<file path="config.mk">
export PLATFORM = sky130hd
export DESIGN_NAME = my_interface_core
export DESIGN_NICKNAME = d
export VERILOG_FILES = /design/src/rtl/my_interface_pkg.sv /design/src/rtl/my_sat_counter.sv /design/src/rtl/my_interface_core.sv
export SDC_FILE = /design/constraint.sdc
export NUM_CORES = 1
export LEC_CHECK = 0
export CORE_ASPECT_RATIO = 1.75
export CORE_MARGIN = 4
export CORE_UTILIZATION = 38
export DETAILED_ROUTE_END_ITERATION = 7
export PLACE_DENSITY = 0.78
export SYNTH_ARGS = -nofsm -noshare
export SYNTH_HDL_FRONTEND = slang
export SYNTH_HIERARCHICAL = 1
export SYNTH_SLANG_ARGS = --single-unit
</file>
<file path="constraint.sdc">
create_clock -name clk -period 2.04 [get_ports clk]
set_clock_uncertainty 0.05 [all_clocks]
set_input_delay 0.204 -clock clk [delete_from_list [all_inputs] [get_ports clk]]
set_output_delay 0.204 -clock clk [all_outputs]
set_load 0.005 [all_outputs]
</file>
<file path="src/rtl/my_interface_pkg.sv">
// my_interface_pkg: shared types and widths for the interface node
package my_interface_pkg;
  typedef enum logic [1:0] {IDLE, ANNOUNCE, RUN} state_t;
  localparam int DATA_W = 32;
  localparam int CNT_W  = 8;
endpackage

</file>
<file path="src/rtl/my_sat_counter.sv">
// my_sat_counter: up-counter that holds at its all-ones maximum
module my_sat_counter #(
  parameter int W = 8
) (
  input  logic         clk,
  input  logic         rst_n,
  input  logic         inc,
  output logic [W-1:0] cnt
);
  always_ff @(posedge clk or negedge rst_n)
    if (!rst_n) cnt <= '0;
    else if (inc && !(&cnt)) cnt <= cnt + 1'b1;
endmodule

</file>
<file path="src/rtl/my_interface_core.sv">
// my_interface_core: identity node that announces itself, samples i and counts changes of i
module my_interface_core
  import my_interface_pkg::*;
#(
  parameter logic signed [DATA_W-1:0] VALUE = 10
) (
  input  logic                     clk,
  input  logic                     rst_n,
  input  logic signed [DATA_W-1:0] i,
  output logic signed [DATA_W-1:0] value_o,
  output logic signed [DATA_W-1:0] i_q,
  output logic                     hello_o,
  output logic                     ready_o,
  output logic                     match_o,
  output logic                     chg_o,
  output logic [CNT_W-1:0]         chg_cnt_o
);
  state_t state, state_nx;
  logic diff;
  always_ff @(posedge clk or negedge rst_n)
    if (!rst_n) state <= IDLE;
    else state <= state_nx;
  always_comb begin
    state_nx = state == IDLE ? ANNOUNCE : RUN;
    hello_o = state == ANNOUNCE;
    ready_o = state == RUN;
    match_o = ready_o && i_q == VALUE;
    diff = state != IDLE && i != i_q;
  end
  always_ff @(posedge clk or negedge rst_n)
    if (!rst_n) begin
      value_o <= '0;
      i_q <= '0;
      chg_o <= 1'b0;
    end else begin
      if (state == IDLE) value_o <= VALUE;
      i_q <= i;
      chg_o <= diff;
    end
  my_sat_counter #(.W(CNT_W)) u_cnt (
    .clk(clk),
    .rst_n(rst_n),
    .inc(diff),
    .cnt(chg_cnt_o)
  );
endmodule

</file>
==> results of run 1 <==
## Yosys cell counts
cell type,number,area share (%)
sky130_fd_sc_hd__a21oi_1,4,1.0
sky130_fd_sc_hd__a2bb2oi_1,1,0.44
sky130_fd_sc_hd__and2_1,1,0.32
sky130_fd_sc_hd__and3_1,2,0.63
sky130_fd_sc_hd__and4_1,1,0.44
sky130_fd_sc_hd__and4bb_2,1,0.63
sky130_fd_sc_hd__buf_4,31,12
sky130_fd_sc_hd__conb_1,1,0.19
sky130_fd_sc_hd__dfrtp_1,44,56
sky130_fd_sc_hd__ha_1,1,0.63
sky130_fd_sc_hd__inv_1,2,0.38
sky130_fd_sc_hd__mux2_1,1,0.57
sky130_fd_sc_hd__nand2_1,3,0.57
sky130_fd_sc_hd__nand3_1,4,1.0
sky130_fd_sc_hd__nand4_1,10,3.2
sky130_fd_sc_hd__nand4_2,1,0.63
sky130_fd_sc_hd__nor2_1,1,0.19
sky130_fd_sc_hd__nor2b_1,3,0.95
sky130_fd_sc_hd__nor3_1,1,0.25
sky130_fd_sc_hd__nor4_1,9,2.8
sky130_fd_sc_hd__o211ai_1,2,0.76
sky130_fd_sc_hd__o21ai_0,1,0.25
sky130_fd_sc_hd__o21ai_2,1,0.44
sky130_fd_sc_hd__or2_2,1,0.32
sky130_fd_sc_hd__xnor2_1,36,16
## logic make-up (layout without fill, tap and decap cells)
| logic type | count (synthesis) | count (layout) |
|---|---|---|
| flops | 44 | 44 |
| xor+xnor | 36 | 36 |
| mux | 1 | 1 |
| simple gates | 38 | 38 |
| fa+ha+maj | 1 | 1 |
| compound gates | 9 | 9 |
| buf+inv | 33 | 93 |
| other cells | 1 | 30 |
## what timing repair did
| item | 4_1_cts | 5_1_grt |
|---|---|---|
| hold endpoints to repair | 44 | 0 |
| setup buffers | 0 | 1 |
| pin swaps | 1 | 3 |
| hold buffers | 1 | 0 |
| gates resized for setup | 6 | 4 |
| setup endpoints to repair | 6 | 6 |
## routing by layer
layer | share of wire, % | vias to the layer above | track usage, %
met3 | 7.5 | 5 | 4.86
met1 | 38 | 662 | 16.1
li1 | - | 675 | -
met4 | 1.4 | 0 | 5.10
met5 | 0 | - | 0
met2 | 53 | 76 | 28.0
## through the flow
step | TNS, ps | power (uW) | setup WS, ps
detailed placement | -1690 | 1210 | -278
global placement | -1440 | 1200 | -230
finish | 0 | 1700 | 147
floorplan | 0 | 1070 | 375
CTS | 0 | 1720 | 20.5
global route | 0 | 1780 | 0.549
## sequential cells by signal, indices dropped and copies added, names as in the netlist
name,cells
chg_o,1
i_q,32
state,2
u_cnt/cnt,8
value_o,1
## path summary, 6_finish.rpt
| check | to | slack [ps] | cells after the start | from |
|---|---|---|---|---|
| setup / recovery | u_cnt/cnt[4]$_DFFE_PN0P_ | 150 | 7 | i_q[1]$_DFF_PN0_ |
| hold / removal | i_q[16]$_DFF_PN0_ | 220 | 2 | rst_n |
| setup reg to reg | u_cnt/cnt[4]$_DFFE_PN0P_ | 150 | 7 | i_q[1]$_DFF_PN0_ |
| hold reg to reg | value_o[1]$_DFFE_PN0P_ | 460 | 1 | value_o[1]$_DFFE_PN0P_ |
| max in group asynchronous | i_q[5]$_DFF_PN0_ | 1220 | 3 | rst_n |
| min in group clk | i_q[5]$_DFF_PN0_ | 360 | 1 | i[5] |
## final cells by class
type                            instances  area [sq um]  area share (%)
Clock buffer                            6          72.6            2.52
Timing Repair Buffer                   84           825            28.7
Tap cell                               54          67.6            2.35
Inverter                                2          7.51           0.261
Clock inverter                          1          5.00           0.174
Sequential cell                        44          1100            38.3
Multi-Input combinational cell        115           798            27.7
## where the power goes
group | total, uW | internal (uW) | switching, uW
clock | 498 | 233 | 265
combinational | 257 | 160 | 96.6
sequential | 942 | 904 | 37.4
total | 1700 | 1300 | 399
## critical path, delay by kind of cell (launching register included)
family	cells	cell delay [ps]
XOR/XNOR	2	350
AO/OA/AOI/OAI	2	270
flip-flops	1	430
AND/OR/NAND/NOR	3	710
==> load_flow_metrics.sql, run 1 <==
INSERT INTO impl_metrics (metric_group, metric, value, unit) VALUES
('power_and_ir_drop', 'leak', '0.00115', 'uW'),
('worst_setup_path', 'timing.critical_path.arrival', '2050', 'ps'),
('worst_setup_path', 'path_max_fanout', '5', ''),
('clocking', 'cts_buffer_count', '5', ''),
('clocking', 'clock_latency', '290', 'ps'),
('timing', 'clock.fmax', '528', 'MHz'),
('grt', 'grt_start_max_net_pins', '20', ''),
('floorplan', 'coreArea', '5020', 'sq um'),
('floorplan', 'floorplan.die.height', '103', 'microns'),
('cells_and_area', 'syn2layout_area_growth', '45.5', '%'),
('worst_setup_path', 'critical_path.max_stage_delay', '430', 'ps'),
('routing', 'drt_pre_antenna_iters', '4', ''),
('timing', 'rsz0062_at_grt', 'false', ''),
('clocking', 'cts_tree', 'yes', ''),
('routing', 'wirelength_routed', '4780', 'microns'),
('worst_setup_path', 'start_kind', 'flip-flop', ''),
('clocking', 'max-clock-path-buffers', '2', ''),
('yosys', 'synth-compound-area-share', '2.91', '%'),
('routing', 'drt_drc_violations_left', '0', ''),
('yosys', 'post_synth_num_cell_types', '25', ''),
('clocking', 'clk_pin_slew', '80', 'ps'),
('worst_setup_path', 'timing.critical_path.to_type', 'flip-flop', ''),
('routing', 'antenna_violating_nets_post_route', '0', ''),
('power_and_ir_drop', 'vdd_ir_drop_max', '0.472', 'mV'),
('job', 'number_of_max_cap_violations', '0', ''),
('routing', 'drt-vias-per-instance', '4.63', ''),
('yosys', 'post_synth_fa_ha_maj_area_fraction', '0.633', '%'),
('floorplan', 'floorplan.die_area', '6470', 'sq um'),
('floorplan', 'fp.dieW', '62.5', 'microns'),
('yosys', 'post_synth.cell_area_avg', '12.1', 'sq um'),
('outcome', 'outcome', 'finished, final reports clean', ''),
('yosys', 'yosysWarningCount', '6', ''),
('grt', 'antenna_violations_before_repair', '0', ''),
('cells_and_area', 'fillers', '436', ''),
('routing', 'wire_per_inst', '15.6', 'microns'),
('place', 'number_of_port_buffers', '79', ''),
('timing', 'post_route_hold_slack', '224', 'ps'),
('routing', 'drt-initial-drc-count', '27', ''),
('cells_and_area', 'finish.utilization', '57.3', '%'),
('timing', 'final_hold_viol_count', '0', ''),
('timing', 'fin_crit', '1890', 'ps'),
('min_path', 'min-delay-path-class', 'input pin to asynchronous set/reset pin', ''),
('cells_and_area', 'final_cells', '306', ''),
('cells_and_area', 'diodes', '0', ''),
('worst_setup_path', 'worst_ep_required_time', '2200', 'ps'),
('grt', 'grt_overflow', '0', ''),
('timing', 'min_period_over_period', '92.8', '%'),
('cells_and_area', 'drive_above_1_share', '9.13', '%'),
('clocking', 'clock_root_buffer', 'sky130_fd_sc_hd__clkbuf_8', ''),
('yosys', 'synth_top_family_by_area', 'XOR/XNOR gates', ''),
('yosys', 'post_synth_inst_count', '163', ''),
('cells_and_area', 'finalInstanceArea', '2880', 'sq um'),
('clocking', 'cts-htree-levels', '2', ''),
('worst_setup_path', 'timing.critical_path.slowest_stage_cell', 'sky130_fd_sc_hd__dfrtp_1', ''),
('yosys', 'post_synth_mux_area_share', '0.569', '%'),
('worst_setup_path', 'critical_path.cell_chain', 'xnor2_2 > nand4_1 > nor4_2 > a21oi_2 > and3_1 > o211ai_1 > xnor2_1', ''),
('clocking', 'cts_num_sinks', '44', ''),
('place', 'gpl.final_weighted_congestion', '0.759', ''),
('grt', 'grt_pass1_wl', '7370', 'microns'),
('place', 'place_inst', '297', ''),
('yosys', 'synth_simple_gate_area_share', '12.0', '%'),
('floorplan', 'floorplan.rows', '34', ''),
('place', 'dpl-instance-area', '2730', 'sq um'),
('yosys', 'synth-seq-cells', '44', ''),
('yosys', 'post_synth_instance_area', '1980', 'sq um'),
('yosys', 'synth-seq-area-share', '55.7', '%'),
('timing', 'final_number_of_max_transition_violations', '0', ''),
('cells_and_area', 'mostFrequentLayoutCell', 'sky130_fd_sc_hd__clkdlybuf4s50_1', ''),
('timing', 'finalSetupViolCount', '0', ''),
('grt', 'grt_use_total', '15.1', '%'),
('cells_and_area', 'design.final.nets', '287', ''),
('grt', 'first_global_vias', '1464', ''),
('yosys', 'synth_xor_xnor_area_share', '15.9', '%'),
('floorplan', 'initial_core_util', '39.4', '%'),
('routing', 'via_count', '1418', ''),
('floorplan', 'ios', '110', ''),
('power_and_ir_drop', 'cellPowerDensity', '590', 'nW/um^2'),
('cells_and_area', 'final_cell_mix', 'sky130_fd_sc_hd__clkdlybuf4s50_1 (77), sky130_fd_sc_hd__dfrtp_1 (43), sky130_fd_sc_hd__xnor2_1 (34)', ''),
('place', 'dp_hpwl', '3910', 'microns'),
('worst_setup_path', 'path_class', 'flip-flop to flip-flop', '');
No activity file was read; power rests on OpenSTA's default activity.
==> run 2, diff against run 1 <==
Settings changed: CORE_ASPECT_RATIO 1.75 to not set.
==> load_flow_metrics.sql, run 2 (synthesis results as in run 1) <==
INSERT INTO impl_metrics (metric_group, metric, value, unit) VALUES
('routing', 'via_count', '1445', ''),
('timing', 'final_hold_viol_count', '0', ''),
('cells_and_area', 'multi_input_area', '803', 'sq um'),
('timing', 'final_number_of_max_transition_violations', '0', ''),
('floorplan', 'floorplan.die_area', '6420', 'sq um'),
('clocking', 'clk_pin_slew', '90', 'ps'),
('timing', 'post-route-worst-setup-slack', '83.1', 'ps'),
('worst_setup_path', 'path_class', 'flip-flop to output pin', ''),
('floorplan', 'floorplan.die.height', '80.2', 'microns'),
('routing', 'wire_per_inst', '14.8', 'microns'),
('grt', 'grt_pass1_wl', '7220', 'microns'),
('cells_and_area', 'design.final.nets', '286', ''),
('timing', 'clock.fmax', '511', 'MHz'),
('grt', 'grt_overflow', '0', ''),
('place', 'dp_hpwl', '3820', 'microns'),
('cells_and_area', 'largest_reg_flops', '32', ''),
('worst_setup_path', 'path_max_fanout', '3', ''),
('min_path', 'min-delay-path-class', 'input pin to flip-flop', ''),
('power_and_ir_drop', 'vdd_ir_drop_max', '0.429', 'mV'),
('clocking', 'cts_tree', 'yes', ''),
('grt', 'antenna_violations_before_repair', '0', ''),
('routing', 'drt_pre_antenna_iters', '4', ''),
('clocking', 'clock_latency', '300', 'ps'),
('clocking', 'cts_num_sinks', '44', ''),
('cells_and_area', 'layout.area.seq', '1100', 'sq um'),
('cells_and_area', 'drive_above_1_share', '9.52', '%'),
('cells_and_area', 'layout_top_registers', 'i_q x32, u_cnt/cnt x8, state x2', ''),
('power_and_ir_drop', 'leak', '0.00118', 'uW'),
('clocking', 'cts-htree-levels', '2', ''),
('floorplan', 'floorplan.rows', '25', ''),
('power_and_ir_drop', 'cellPowerDensity', '605', 'nW/um^2'),
('grt', 'grt_start_max_net_pins', '25', ''),
('cells_and_area', 'final_cell_mix', 'sky130_fd_sc_hd__clkdlybuf4s50_1 (77), sky130_fd_sc_hd__dfrtp_1 (44), sky130_fd_sc_hd__xnor2_1 (34)', ''),
('worst_setup_path', 'start_kind', 'flip-flop', ''),
('floorplan', 'initial_core_util', '40.5', '%'),
('routing', 'drt_drc_violations_left', '0', ''),
('worst_setup_path', 'timing.critical_path.slowest_stage_cell', 'sky130_fd_sc_hd__dfrtp_1', ''),
('place', 'gpl.final_weighted_congestion', '0.841', ''),
('outcome', 'outcome', 'finished, final reports clean', ''),
('routing', 'drt-vias-per-instance', '4.53', ''),
('timing', 'rsz0062_at_grt', 'true', ''),
('worst_setup_path', 'worst_ep_required_time', '1790', 'ps'),
('clocking', 'cts_buffer_count', '5', ''),
('worst_setup_path', 'timing.critical_path.arrival', '1700', 'ps'),
('cells_and_area', 'fillers', '435', ''),
('clocking', 'max-clock-path-buffers', '2', ''),
('floorplan', 'coreArea', '4880', 'sq um'),
('power_and_ir_drop', 'total_power', '1760', 'uW'),
('timing', 'fin_crit', '1960', 'ps'),
('worst_setup_path', 'critical_path.cell_chain', 'nor4_2 > nand4_1 > nor3_2 > dlygate4sd2_1', ''),
('timing', 'finalSetupViolCount', '0', ''),
('routing', 'antenna_violating_nets_post_route', '0', ''),
('cells_and_area', 'finish.utilization', '59.8', '%'),
('worst_setup_path', 'critical_path.max_stage_delay', '450', 'ps'),
('place', 'detailedPlace.worstSlack', '-172', 'ps'),
('grt', 'first_global_vias', '1485', ''),
('cells_and_area', 'top_register', 'i_q', ''),
('floorplan', 'fp.dieW', '80.2', 'microns'),
('clocking', 'clock_root_buffer', 'sky130_fd_sc_hd__clkbuf_8', ''),
('job', 'number_of_max_cap_violations', '0', ''),
('timing', 'min_period_over_period', '95.9', '%'),
('cells_and_area', 'diodes', '0', ''),
('routing', 'wirelength_routed', '4730', 'microns'),
('cells_and_area', 'syn2layout_area_growth', '47.5', '%'),
('routing', 'drt-initial-drc-count', '30', ''),
('cells_and_area', 'mostFrequentLayoutCell', 'sky130_fd_sc_hd__clkdlybuf4s50_1', ''),
('grt', 'grt_use_total', '15.1', '%'),
('place', 'number_of_port_buffers', '79', ''),
('timing', 'post_route_hold_slack', '337', 'ps'),
('floorplan', 'ios', '110', ''),
('worst_setup_path', 'timing.critical_path.to_type', 'output pin', '');
-- run 2: cell types whose count changed in the layout (fill, tap and decap cells not counted) --
| cell | change |
|---|---|
| sky130_fd_sc_hd__clkbuf_1 | -1 |
| sky130_fd_sc_hd__nor3_1 | -1 |
| sky130_fd_sc_hd__clkbuf_8 | +1 |
| sky130_fd_sc_hd__clkinv_2 | +1 |
| sky130_fd_sc_hd__buf_4 | -2 |
| sky130_fd_sc_hd__buf_12 | +1 |
| sky130_fd_sc_hd__nor3_2 | +1 |
| sky130_fd_sc_hd__dfrtp_1 | +1 |
| sky130_fd_sc_hd__dfrtp_2 | -1 |
-- run 2: report_power, final --
group          internal, uW  switching (uW)  leakage, uW
logic                   162            99.9     0.000616
clock network           270             293    0.0000510
registers               904            35.0     0.000510
total                  1340             428      0.00118
-- run 2: layer usage --
metal / part of all wire [%] / vias to the layer above / global-route usage, %
li1: - / 676 / -
met1: 40 / 691 / 17.6
met2: 48 / 72 / 25.2
met3: 9.8 / 6 / 6.17
met4: 1.5 / 0 / 4.73
met5: 0 / - / 0
-- run 2: critical path: cells and delay by family, from the launching register on --
family / cells / cell delay [ps]
buffers and inverters: 1 / 260
DFF: 1 / 450
and+or+nand+nor: 3 / 680
-- run 2: area by class of cell --
type                    count  area share (%)
inverters                   2           0.257
flip-flops and latches     44            37.7
multi-input cells         115            27.5
well taps                  67            2.87
repair buffers             83            28.4
clock buffers               6            2.83
clock inverters             2           0.343
-- run 2: path summary, 6_finish.rpt --
check	start	endpoint	slack, ps	depth (start not counted)
min in group asynchronous	rst_n	i_q[6]$_DFF_PN0_	350	2
setup / recovery	i_q[6]$_DFF_PN0_	match_o	80	4
hold reg to reg	value_o[1]$_DFFE_PN0P_	value_o[1]$_DFFE_PN0P_	450	1
hold / removal	i[1]	i_q[1]$_DFF_PN0_	340	1
max in group asynchronous	rst_n	i_q[29]$_DFF_PN0_	1080	3
setup reg to reg	i_q[6]$_DFF_PN0_	u_cnt/cnt[5]$_DFFE_PN0P_	120	7
-- run 2: repair_timing --
item,CTS,global route
endpoints found under the setup margin,1,8
endpoints found under the hold margin,20,0
pin swaps,2,3
hold buffers,1,0
gates cloned,0,0
gates resized for setup,2,8
setup buffers,1,0
-- run 2: through the flow --
step,area [sq um],std cells,setup TNS (ps)
after CTS,2870,319,0
after global placement,2750,309,-845
after detailed placement,2750,309,-886
after global routing,2920,319,-3.12
after floorplan,2090,192,0
final,2920,319,0
